**src/rtl/alu_pkg.sv**
```systemverilog
// Shared definitions for the pipelined ALU: opcodes, FSM states and a
// helper that identifies multiply opcodes.
package alu_pkg;

  localparam logic [5:0] OP_NOOP = 6'h00;
  localparam logic [5:0] OP_MOV  = 6'h10;
  localparam logic [5:0] OP_ADD  = 6'h12;
  localparam logic [5:0] OP_SUB  = 6'h13;
  localparam logic [5:0] OP_OR   = 6'h14;
  localparam logic [5:0] OP_MUL  = 6'h15;
  localparam logic [5:0] OP_BEQ  = 6'h20;
  localparam logic [5:0] OP_ADDI = 6'h32;
  localparam logic [5:0] OP_SUBI = 6'h33;
  localparam logic [5:0] OP_ORI  = 6'h34;
  localparam logic [5:0] OP_MULI = 6'h35;
  localparam logic [5:0] OP_LI   = 6'h39;
  localparam logic [5:0] OP_LWI  = 6'h3B;
  localparam logic [5:0] OP_SWI  = 6'h3C;

  typedef enum logic {
    ST_IDLE = 1'b0,
    ST_MUL  = 1'b1
  } state_e;

  // True for the opcodes that go through the iterative multiplier.
  function automatic logic is_mul(input logic [5:0] op);
    return (op == OP_MUL) || (op == OP_MULI);
  endfunction

endpackage

```
**src/rtl/alu_mul_iter.sv**
```systemverilog
// Iterative shift-add multiplier: retires MUL_BITS bits of b per cycle,
// LSB first. done is asserted during the last iteration cycle and product
// then already carries the final value, so the caller can register it on
// the same edge that retires the last chunk. MUL_BITS must divide SIZE.
module alu_mul_iter #(
  parameter int SIZE     = 32,
  parameter int MUL_BITS = 4
) (
  input  logic                clk,
  input  logic                rst_n,
  input  logic                start,
  input  logic [SIZE-1:0]     a,
  input  logic [SIZE-1:0]     b,
  output logic                done,
  output logic [2*SIZE-1:0]   product
);

  localparam int N     = SIZE / MUL_BITS;
  localparam int CNT_W = (N > 1) ? $clog2(N) : 1;
  localparam logic [CNT_W-1:0] LAST = CNT_W'(N - 1);

  logic                busy_q;
  logic [CNT_W-1:0]    cnt_q;
  logic [2*SIZE-1:0]   a_q;      // multiplicand, pre-shifted to the current chunk weight
  logic [SIZE-1:0]     b_q;      // remaining multiplier bits, consumed from the bottom
  logic [2*SIZE-1:0]   acc_q;
  logic [2*SIZE-1:0]   acc_next;
  logic [2*SIZE-1:0]   pp [MUL_BITS];

  // One partial product per multiplier bit of the current chunk.
  for (genvar gi = 0; gi < MUL_BITS; gi++) begin : g_pp
    assign pp[gi] = b_q[gi] ? (a_q << gi) : '0;
  end

  // Accumulator value after retiring the current chunk.
  always_comb begin
    acc_next = acc_q;
    for (int i = 0; i < MUL_BITS; i++) begin
      acc_next = acc_next + pp[i];
    end
  end

  assign done    = busy_q && (cnt_q == LAST);
  assign product = acc_next;

  // Load operands on start, then retire one chunk per cycle until done.
  always_ff @(posedge clk or negedge rst_n) begin
    if (!rst_n) begin
      busy_q <= 1'b0;
      cnt_q  <= '0;
      a_q    <= '0;
      b_q    <= '0;
      acc_q  <= '0;
    end else if (start) begin
      busy_q <= 1'b1;
      cnt_q  <= '0;
      a_q    <= {{SIZE{1'b0}}, a};
      b_q    <= b;
      acc_q  <= '0;
    end else if (busy_q) begin
      acc_q  <= acc_next;
      a_q    <= a_q << MUL_BITS;
      b_q    <= b_q >> MUL_BITS;
      cnt_q  <= cnt_q + CNT_W'(1);
      if (cnt_q == LAST) begin
        busy_q <= 1'b0;
      end
    end
  end

endmodule

```
**src/rtl/alu_pipe.sv**
```systemverilog
// Handshaked, registered EX-stage ALU. Single-cycle ops load the one-entry
// output register on the accept edge; multiplies go through alu_mul_iter
// while the FSM sits in ST_MUL and input is blocked.
module alu_pipe
  import alu_pkg::*;
#(
  parameter int SIZE     = 32,
  parameter int MUL_BITS = 4
) (
  input  logic            Clk,
  input  logic            Rst_n,
  input  logic            In_Valid,
  output logic            In_Ready,
  input  logic [SIZE-1:0] A,
  input  logic [SIZE-1:0] B,
  input  logic [5:0]      Control,
  output logic            Out_Valid,
  input  logic            Out_Ready,
  output logic [SIZE-1:0] Out,
  output logic            Zero,
  output logic            Carry,
  output logic            Overflow,
  output logic            Illegal,
  output logic            Busy
);

  state_e            state_q, state_d;
  logic              out_valid_q, out_valid_d;
  logic [SIZE-1:0]   out_q, out_d;
  logic              zero_q, zero_d;
  logic              carry_q, carry_d;
  logic              ovf_q, ovf_d;
  logic              ill_q, ill_d;

  logic              out_free;
  logic              accept;
  logic              mul_start;
  logic              mul_done;
  logic [2*SIZE-1:0] mul_product;

  logic [SIZE:0]     add_w;
  logic [SIZE-1:0]   sub_w;
  logic [SIZE-1:0]   alu_res;
  logic              alu_c;
  logic              alu_v;
  logic              alu_ill;

  assign out_free = !out_valid_q || Out_Ready;
  assign In_Ready = (state_q == ST_IDLE) && out_free;
  assign accept   = In_Valid && In_Ready;

  assign add_w = {1'b0, A} + {1'b0, B};
  assign sub_w = A - B;

  // Single-cycle result and flags decoded from Control.
  always_comb begin
    alu_res = '0;
    alu_c   = 1'b0;
    alu_v   = 1'b0;
    alu_ill = 1'b0;
    case (Control)
      OP_NOOP: alu_res = '0;
      OP_MOV:  alu_res = A;
      OP_LI, OP_LWI, OP_SWI: alu_res = B;
      OP_ADD, OP_ADDI: begin
        alu_res = add_w[SIZE-1:0];
        alu_c   = add_w[SIZE];
        alu_v   = (A[SIZE-1] == B[SIZE-1]) && (add_w[SIZE-1] != A[SIZE-1]);
      end
      OP_SUB, OP_BEQ, OP_SUBI: begin
        alu_res = sub_w;
        alu_c   = (A < B);
        alu_v   = (A[SIZE-1] != B[SIZE-1]) && (sub_w[SIZE-1] != A[SIZE-1]);
      end
      OP_OR, OP_ORI: alu_res = A | B;
      OP_MUL, OP_MULI: alu_res = '0;  // result comes from the iterative core
      default: alu_ill = 1'b1;
    endcase
  end

  // Next state, multiplier start and output-register update.
  always_comb begin
    state_d     = state_q;
    out_valid_d = out_valid_q && !Out_Ready;
    out_d       = out_q;
    zero_d      = zero_q;
    carry_d     = carry_q;
    ovf_d       = ovf_q;
    ill_d       = ill_q;
    mul_start   = 1'b0;
    case (state_q)
      ST_IDLE: begin
        if (accept) begin
          if (is_mul(Control)) begin
            state_d   = ST_MUL;
            mul_start = 1'b1;
          end else begin
            out_valid_d = 1'b1;
            out_d       = alu_res;
            zero_d      = (alu_res == '0);
            carry_d     = alu_c;
            ovf_d       = alu_v;
            ill_d       = alu_ill;
          end
        end
      end
      ST_MUL: begin
        // Nothing can enter the output register while multiplying, so it is free here.
        if (mul_done) begin
          state_d     = ST_IDLE;
          out_valid_d = 1'b1;
          out_d       = mul_product[SIZE-1:0];
          zero_d      = (mul_product[SIZE-1:0] == '0);
          carry_d     = 1'b0;
          ovf_d       = |mul_product[2*SIZE-1:SIZE];
          ill_d       = 1'b0;
        end
      end
      default: state_d = ST_IDLE;
    endcase
  end

  // FSM state register.
  always_ff @(posedge Clk or negedge Rst_n) begin
    if (!Rst_n) begin
      state_q <= ST_IDLE;
    end else begin
      state_q <= state_d;
    end
  end

  // Output register: result, flags and valid move together.
  always_ff @(posedge Clk or negedge Rst_n) begin
    if (!Rst_n) begin
      out_valid_q <= 1'b0;
      out_q       <= '0;
      zero_q      <= 1'b0;
      carry_q     <= 1'b0;
      ovf_q       <= 1'b0;
      ill_q       <= 1'b0;
    end else begin
      out_valid_q <= out_valid_d;
      out_q       <= out_d;
      zero_q      <= zero_d;
      carry_q     <= carry_d;
      ovf_q       <= ovf_d;
      ill_q       <= ill_d;
    end
  end

  alu_mul_iter #(
    .SIZE     (SIZE),
    .MUL_BITS (MUL_BITS)
  ) u_mul (
    .clk     (Clk),
    .rst_n   (Rst_n),
    .start   (mul_start),
    .a       (A),
    .b       (B),
    .done    (mul_done),
    .product (mul_product)
  );

  assign Out_Valid = out_valid_q;
  assign Out       = out_q;
  assign Zero      = zero_q;
  assign Carry     = carry_q;
  assign Overflow  = ovf_q;
  assign Illegal   = ill_q;
  assign Busy      = (state_q == ST_MUL);

endmodule

```
**config.mk**
```make
export PLATFORM = sky130hd
export DESIGN_NAME = alu_pipe
export DESIGN_NICKNAME = d
export VERILOG_FILES = /design/src/rtl/alu_pkg.sv /design/src/rtl/alu_mul_iter.sv /design/src/rtl/alu_pipe.sv
export SDC_FILE = /design/constraint.sdc
export NUM_CORES = 1
export LEC_CHECK = 0
export BUFFER_PORTS_ARGS = -buffer_cell sky130_fd_sc_hd__buf_4
export CAP_MARGIN = 0
export CORE_MARGIN = 2
export CORE_UTILIZATION = 64
export CTS_CLUSTER_SIZE = 28
export DETAILED_ROUTE_END_ITERATION = 10
export GPL_ROUTABILITY_DRIVEN = 0
export PLACE_DENSITY = 0.82
export SYNTH_ARGS = -nofsm -noshare
export SYNTH_HDL_FRONTEND = slang
export SYNTH_SLANG_ARGS = --single-unit
```
**constraint.sdc**
```tcl
create_clock -name Clk -period 6.15 [get_ports Clk]
set_input_delay 0.3075 -clock Clk [delete_from_list [all_inputs] [get_ports Clk]]
set_output_delay 0.3075 -clock Clk [all_outputs]
set_load 0.02 [all_outputs]
```
==> results.cfg, run 1 <==
[status]
outcome = complete, no violations

[critical_path]
path_class = register to register
end_kind = register
worstReg2RegEnd = Overflow
cp_max_fo = 16
r2r_cells = 20
rr_startpoint = u_mul.b_q[2]
worst-endpoint-required_ns = 6.56
reg2reg_slack_ns = 0.15
arrival_ns = 6.41
worstSetupStartpointType = register

[min_path]
min_path_cells = 3
worstHoldStart = B[28]
hp-class = input port to register
holdPathEnd = u_mul.b_q[28]

[global_route]
overflow = 0
grtUsageMet1_pct = 50.3
use_met2_pct = 59.4
groute.usage.overall_pct = 37.3
grt_busiest_layer = met2
antenna_found_initial = 1
grt_pass1_wl_um = 116000
met3_usage_pct = 6.32
grt_max_degree = 167
first_global_vias = 21900

[synth]
synth_top_family_by_area = adder cells
seq_area_frac_synth_pct = 21.0
synth_edf_count = 0
synthMuxAreaShare_pct = 6.86
netlist_instances = 2923
synth_compound_area_share_pct = 18.3
synth.ff_latch_count = 202
synth_nets = 3344
yosysTopAreaCell = dfrtp_1
synthTopCellsByCount = inv_1 (383), nor2_1 (245), and2_1 (242), nand2_1 (224), dfrtp_1 (202)
async_flop_share_pct = 100
syn_avg_cell_area_um2 = 8.22
synth_top_area_share_pct = 21.0
ys_warn_count = 0
synthAdderAreaFrac_pct = 23.9
synth-simple-area-share_pct = 18.8
ys.flop_type = dfrtp_1
synthTopCellsByArea = dfrtp_1 (21%), fa_1 (15%), ha_1 (8.4%), mux2i_1 (6.6%), and2_1 (6.3%)
yosysMostFrequentCell = inv_1
yosys.area_share.xor_xnor_pct = 2.55
netlist_area_um2 = 24000
synth_cell_types = 87

[sta]
timing.fmax_ghz = 0.167
skew_ns = 0.0213
drv_slew = 0
fin_crit_sh_pct = 97.5
finalHoldViolCount = 0
finalSetupViolations = 0
fin_crit_ns = 6.00
worstMarginPinSlew_ns = 1.01
setup_ws_ns = 0.155
max_slew_margin_pct = 32.5

[detailed_routing]
avgViaCountPerCell = 6.52
routed_wl_um = 73000
num_vias = 22300
wl_per_cell_um = 21.3
ant_nets = 0
dr.pass1.iters = 6
drt_iter0_markers = 2376
drc = 0

[floorplanning]
start_util_pct = 65.3
row_count = 70
die-area_um2 = 39100
core-area_um2 = 36800
pin_count = 113
fp.dieW_um = 198
floorplan.die.height_um = 198

[clocking]
root_buffer = clkbuf_16
clk_latency_ns = 0.55
cts_buffers = 23
cts_sinks = 202
cts_tree = built
cts_buffer_depth = 3
cts_max_level = 1
clk_pin_slew_worst_paths_ns = 0.07

[finish]
drive_above_1_share_pct = 7.86
synthToLayoutAreaGrowth_pct = 8.89
finalNetCount = 3358
num-fill-cells = 2801

[placement]
io_buffers = 112
dp_slack_ns = 0.152
hpwl_um = 53300

[job]
cap_violations = 0
## cells in the final DEF, fill, tap and decap left out, types with 22 or more instances in the layout
| cell | netlist | layout |
|---|---|---|
| o21ai_0 | 163 | 160 |
| xnor2_1 | 46 | 46 |
| nand3_1 | 31 | 30 |
| a221oi_1 | 29 | 28 |
| nor2_1 | 245 | 244 |
| mux2i_1 | 159 | 159 |
| nor3_1 | 38 | 35 |
| a21o_1 | 40 | 40 |
| nand4_1 | 35 | 35 |
| ha_1 | 161 | 161 |
| a21oi_1 | 196 | 192 |
| and2_1 | 242 | 242 |
| a221o_1 | 22 | 22 |
| o21bai_1 | 27 | 27 |
| fa_1 | 186 | 186 |
| xor2_1 | 24 | 24 |
| buf_4 | 1 | 138 |
| clkbuf_16 | 0 | 25 |
| dfrtp_1 | 202 | 200 |
| inv_1 | 383 | 383 |
| nand2_1 | 224 | 224 |
## layer usage
| metal | vias to the layer above | wire (µm) | share of wire, % |
|---|---|---|---|
| met2 | 1372 | 32900 | 45 |
| met1 | 10800 | 28300 | 39 |
| met3 | 282 | 8030 | 11 |
| met4 | 0 | 3740 | 5.1 |
| li1 | 9862 | - | - |
| met5 | - | 0 | 0 |
## sequential cells by signal (all words and copies together), names as in the netlist, 3 cells and up
signal and cells:
u_mul.a_q 64, u_mul.acc_q 64, Out 32, u_mul.b_q 32, u_mul.cnt_q 3
## metrics by stage
step | area, µm² | std cells | hold WS (ns) | TNS [ns] | util [%]
6_report | 26200 | 3422 | 0.0135 | 0 | 71.2
3_5_place_dp | 25100 | 3370 | 0.402 | 0 | 68.4
5_1_grt | 26200 | 3421 | 0.0166 | -0.0364 | 71.1
4_1_cts | 26000 | 3417 | 0.00217 | 0 | 70.7
3_3_place_gp | 25100 | 3370 | 0.403 | 0 | 68.4
2_1_floorplan | 24000 | 2923 | 0.0119 | 0 | -
## cell families after synthesis
family,Yosys count
AO/OA/AOI/OAI,680
XOR/XNOR,70
adder cells (fa/ha/maj),347
buffers and inverters,547
flip-flops,202
multiplexers,164
AND/OR/NAND/NOR,913
## worst max-delay path: stages, from the launching register on
cell and delay [ns]:
dfrtp_2 0.52, clkbuf_16 0.24, and2_1 0.17, fa_1 0.44, fa_1 0.51, inv_1 0.05, fa_1 0.47, inv_1 0.04
ha_1 0.37, a21oi_1 0.26, o21ai_1 0.15, a22oi_1 0.46, a21oi_1 0.15, or4_1 0.55, a32o_1 0.24, nor4_1 0.31
nand4_1 0.15, nor3_2 0.22, nand4_1 0.20, nor4_4 0.22, a31oi_1 0.11
## area by class of cell
class,instances,area (µm²),area share [%]
timing repair buffer,151,1240,4.74
multi-input combinational,2174,17000,65.1
sequential,202,5060,19.3
inverter,385,1450,5.52
tap,468,586,2.24
clock inverter,13,191,0.731
antenna,1,2.50,0.00956
clock buffer,28,604,2.31
## what timing repair did
| action | in CTS | in global routing |
|---|---|---|
| setup buffers | 0 | 2 |
| endpoints found under the hold margin | 97 | 0 |
| hold buffers | 6 | 0 |
| endpoints found under the setup margin | 0 | 2 |
| gates resized for setup | 0 | 23 |
## worst max-delay path by stage
stage            startpoint         endpoint  cells past startpoint
6_report       u_mul.b_q[2]         Overflow                     20
5_1_grt        u_mul.b_q[2]         Overflow                     23
4_1_cts        u_mul.b_q[2]  u_mul.acc_q[63]                     23
3_5_place_dp   u_mul.b_q[1]         Overflow                     22
3_3_place_gp   u_mul.b_q[1]         Overflow                     20
2_1_floorplan  u_mul.b_q[2]         Overflow                     22
Power of run 1 is not shown: default switching activity piles up to over one toggle a cycle in this logic, so the estimate is an artifact.
==> run 2: changes to the inputs <==
--- a/config.mk
+++ b/config.mk
@@ -7,7 +7,7 @@
 export LEC_CHECK = 0
 export BUFFER_PORTS_ARGS = -buffer_cell sky130_fd_sc_hd__buf_4
 export CAP_MARGIN = 0
-export CORE_MARGIN = 2
+export CORE_MARGIN = 1.5
 export CORE_UTILIZATION = 64
 export CTS_CLUSTER_SIZE = 28
 export DETAILED_ROUTE_END_ITERATION = 10
==> run 2 against run 1 <==
Effect of this change:
- wire length fell by 2.5%
- critical path depth rose by 1
- setup slack improved by 0.041 ns
- first-iteration DRC count fell by 1.9%
==> results.cfg, run 2 (synthesis gave the netlist of run 1 again) <==
[sta]
finalSetupTns_ns = 0
finalHoldViolCount = 0
timing.fmax_ghz = 0.168
drv_slew = 0
worstMarginPinSlew_ns = 1.05
finalSetupViolations = 0
max_slew_margin_pct = 30.3
fin_crit_sh_pct = 96.8
fin_crit_ns = 5.95
rsz0062_at_grt = no
skew_ns = 0.0286

[global_route]
groute.usage.overall_pct = 37.1
grt_pass1_wl_um = 115000
antenna_found_initial = 0
overflow = 0
first_global_vias = 21900
grt_max_degree = 132

[floorplanning]
fp.dieW_um = 197
pin_count = 113
floorplan.die.height_um = 197
start_util_pct = 65.3
die-area_um2 = 38700
row_count = 70
core-area_um2 = 36800

[critical_path]
cp_max_fo = 63
worst_path_max_delay_cell = fa_1
worstSetupStartpointType = register
worst-endpoint-required_ns = 6.57
r2r_cells = 21
end_kind = register
arrival_ns = 6.37
worst-path-stages = 21
worstPathCellList = buf_12 -> and2_1 -> fa_1 -> fa_1 -> inv_1 -> fa_1 -> inv_1 -> ha_1 -> a211oi_1 -> o211ai_1 -> a221oi_2 -> buf_4 -> o31ai_1 -> a221oi_2 -> o21bai_1 -> xnor2_1 -> nand4_1 -> nor3_1 -> nand4_1 -> nor4_2 -> a31oi_1
cp_common_cell = fa_1
critPathTopFamily = compound AO/OA/AOI/OAI gates
critPathMaxStageDelay_ns = 0.52
path_buf_inv = 4
path_class = register to register

[detailed_routing]
ant_nets = 0
avgViaCountPerCell = 6.50
dr.pass1.iters = 6
drt_iter0_markers = 2332
num_vias = 22200
routed_wl_um = 71200
drc = 0
wl_per_cell_um = 20.9

[job]
cap_violations = 0

[finish]
insertedDiodeCount = 0
finalNonFillerCells = 3413
drive_above_1_share_pct = 7.67
final_util_pct = 70.7
seqCellArea_um2 = 5060
finalNetCount = 3350
layout_common_cells = inv_1 (383), nor2_1 (244), and2_1 (242)
synthToLayoutAreaGrowth_pct = 8.22
num-fill-cells = 2828
multiInputGateArea_um2 = 17000
largestRegisters = u_mul.a_q x64, u_mul.acc_q x64
final_common_cell = inv_1

[clocking]
root_buffer = clkbuf_16
cts_buffer_depth = 3
cts_max_level = 1
clk_latency_ns = 0.55
clk_pin_slew_worst_paths_ns = 0.06
cts_sinks = 202
cts_tree = built
cts_buffers = 23

[placement]
io_buffers = 112
hpwl_um = 53300
dp.cells = 3371

[status]
outcome = complete, no violations

[min_path]
hp-class = input port to register
min_path_cells = 3
[run 2: cell count changes in the layout (fill, tap and decap cells not counted), sizes merged]
cell / delta
inv: -2
clkinvlp: +4
diode: -1
dlygate4sd3: -5
clkinv: -3
bufinv: -2
clkbuf: +1
buf: -1
[run 2: metrics by stage]
| step | hold slack (ns) | setup slack [ns] | instance area [µm²] |
|---|---|---|---|
| after floorplan | 0.0119 | 0.652 | 24000 |
| after global placement | 0.366 | 0.236 | 25200 |
| after detailed placement | 0.359 | 0.0150 | 25200 |
| after CTS | 0.0132 | 0.0399 | 25900 |
| after global routing | 0.0267 | 0.00519 | 26000 |
| final | 0.0122 | 0.195 | 26000 |
[run 2: metal layers]
| layer | global-route usage (%) | up-vias | wire length [µm] |
|---|---|---|---|
| met5 | 0 | - | 0 |
| met4 | 16.3 | 0 | 3220 |
| met3 | 4.93 | 253 | 7640 |
| met2 | 58.3 | 1314 | 32000 |
| met1 | 51.7 | 10800 | 28300 |
| li1 | - | 9840 | - |
[run 2: tightest hold or removal path: stages]
cell	delay, ns
buf_4	0.11
nand2_1	0.04
o21ai_0	0.06
[run 2: path summary, 6_finish.rpt]
kind	from	to	slack, ns
worst max-delay path	u_mul.b_q[1]	Overflow	0.20
worst min-delay path	B[28]	u_mul.b_q[28]	0.01
worst max register to register	u_mul.b_q[1]	Overflow	0.20
worst min register to register	Out[6]	Out[6]	0.49
max in group asynchronous	Rst_n	u_mul.acc_q[27]	4.42
min in group asynchronous	Rst_n	u_mul.b_q[5]	0.35
[run 2: area by class of cell]
cell class                 instances  share of cell area [%]
multi-input combinational       2174                    65.4
tap                              468                    2.25
clock buffer                      31                    2.56
inverter                         385                    5.56
timing repair buffer             143                    4.36
clock inverter                    10                   0.438
sequential                       202                    19.4
[run 2: timing repair]
item                                   in CTS  in global routing
setup endpoints to repair                   0                  3
endpoints found under the hold margin      82                  0
setup buffers                               0                  0
gates resized for setup                     0                 17
hold buffers                                1                  0
Power of run 2 is left out for the same reason.
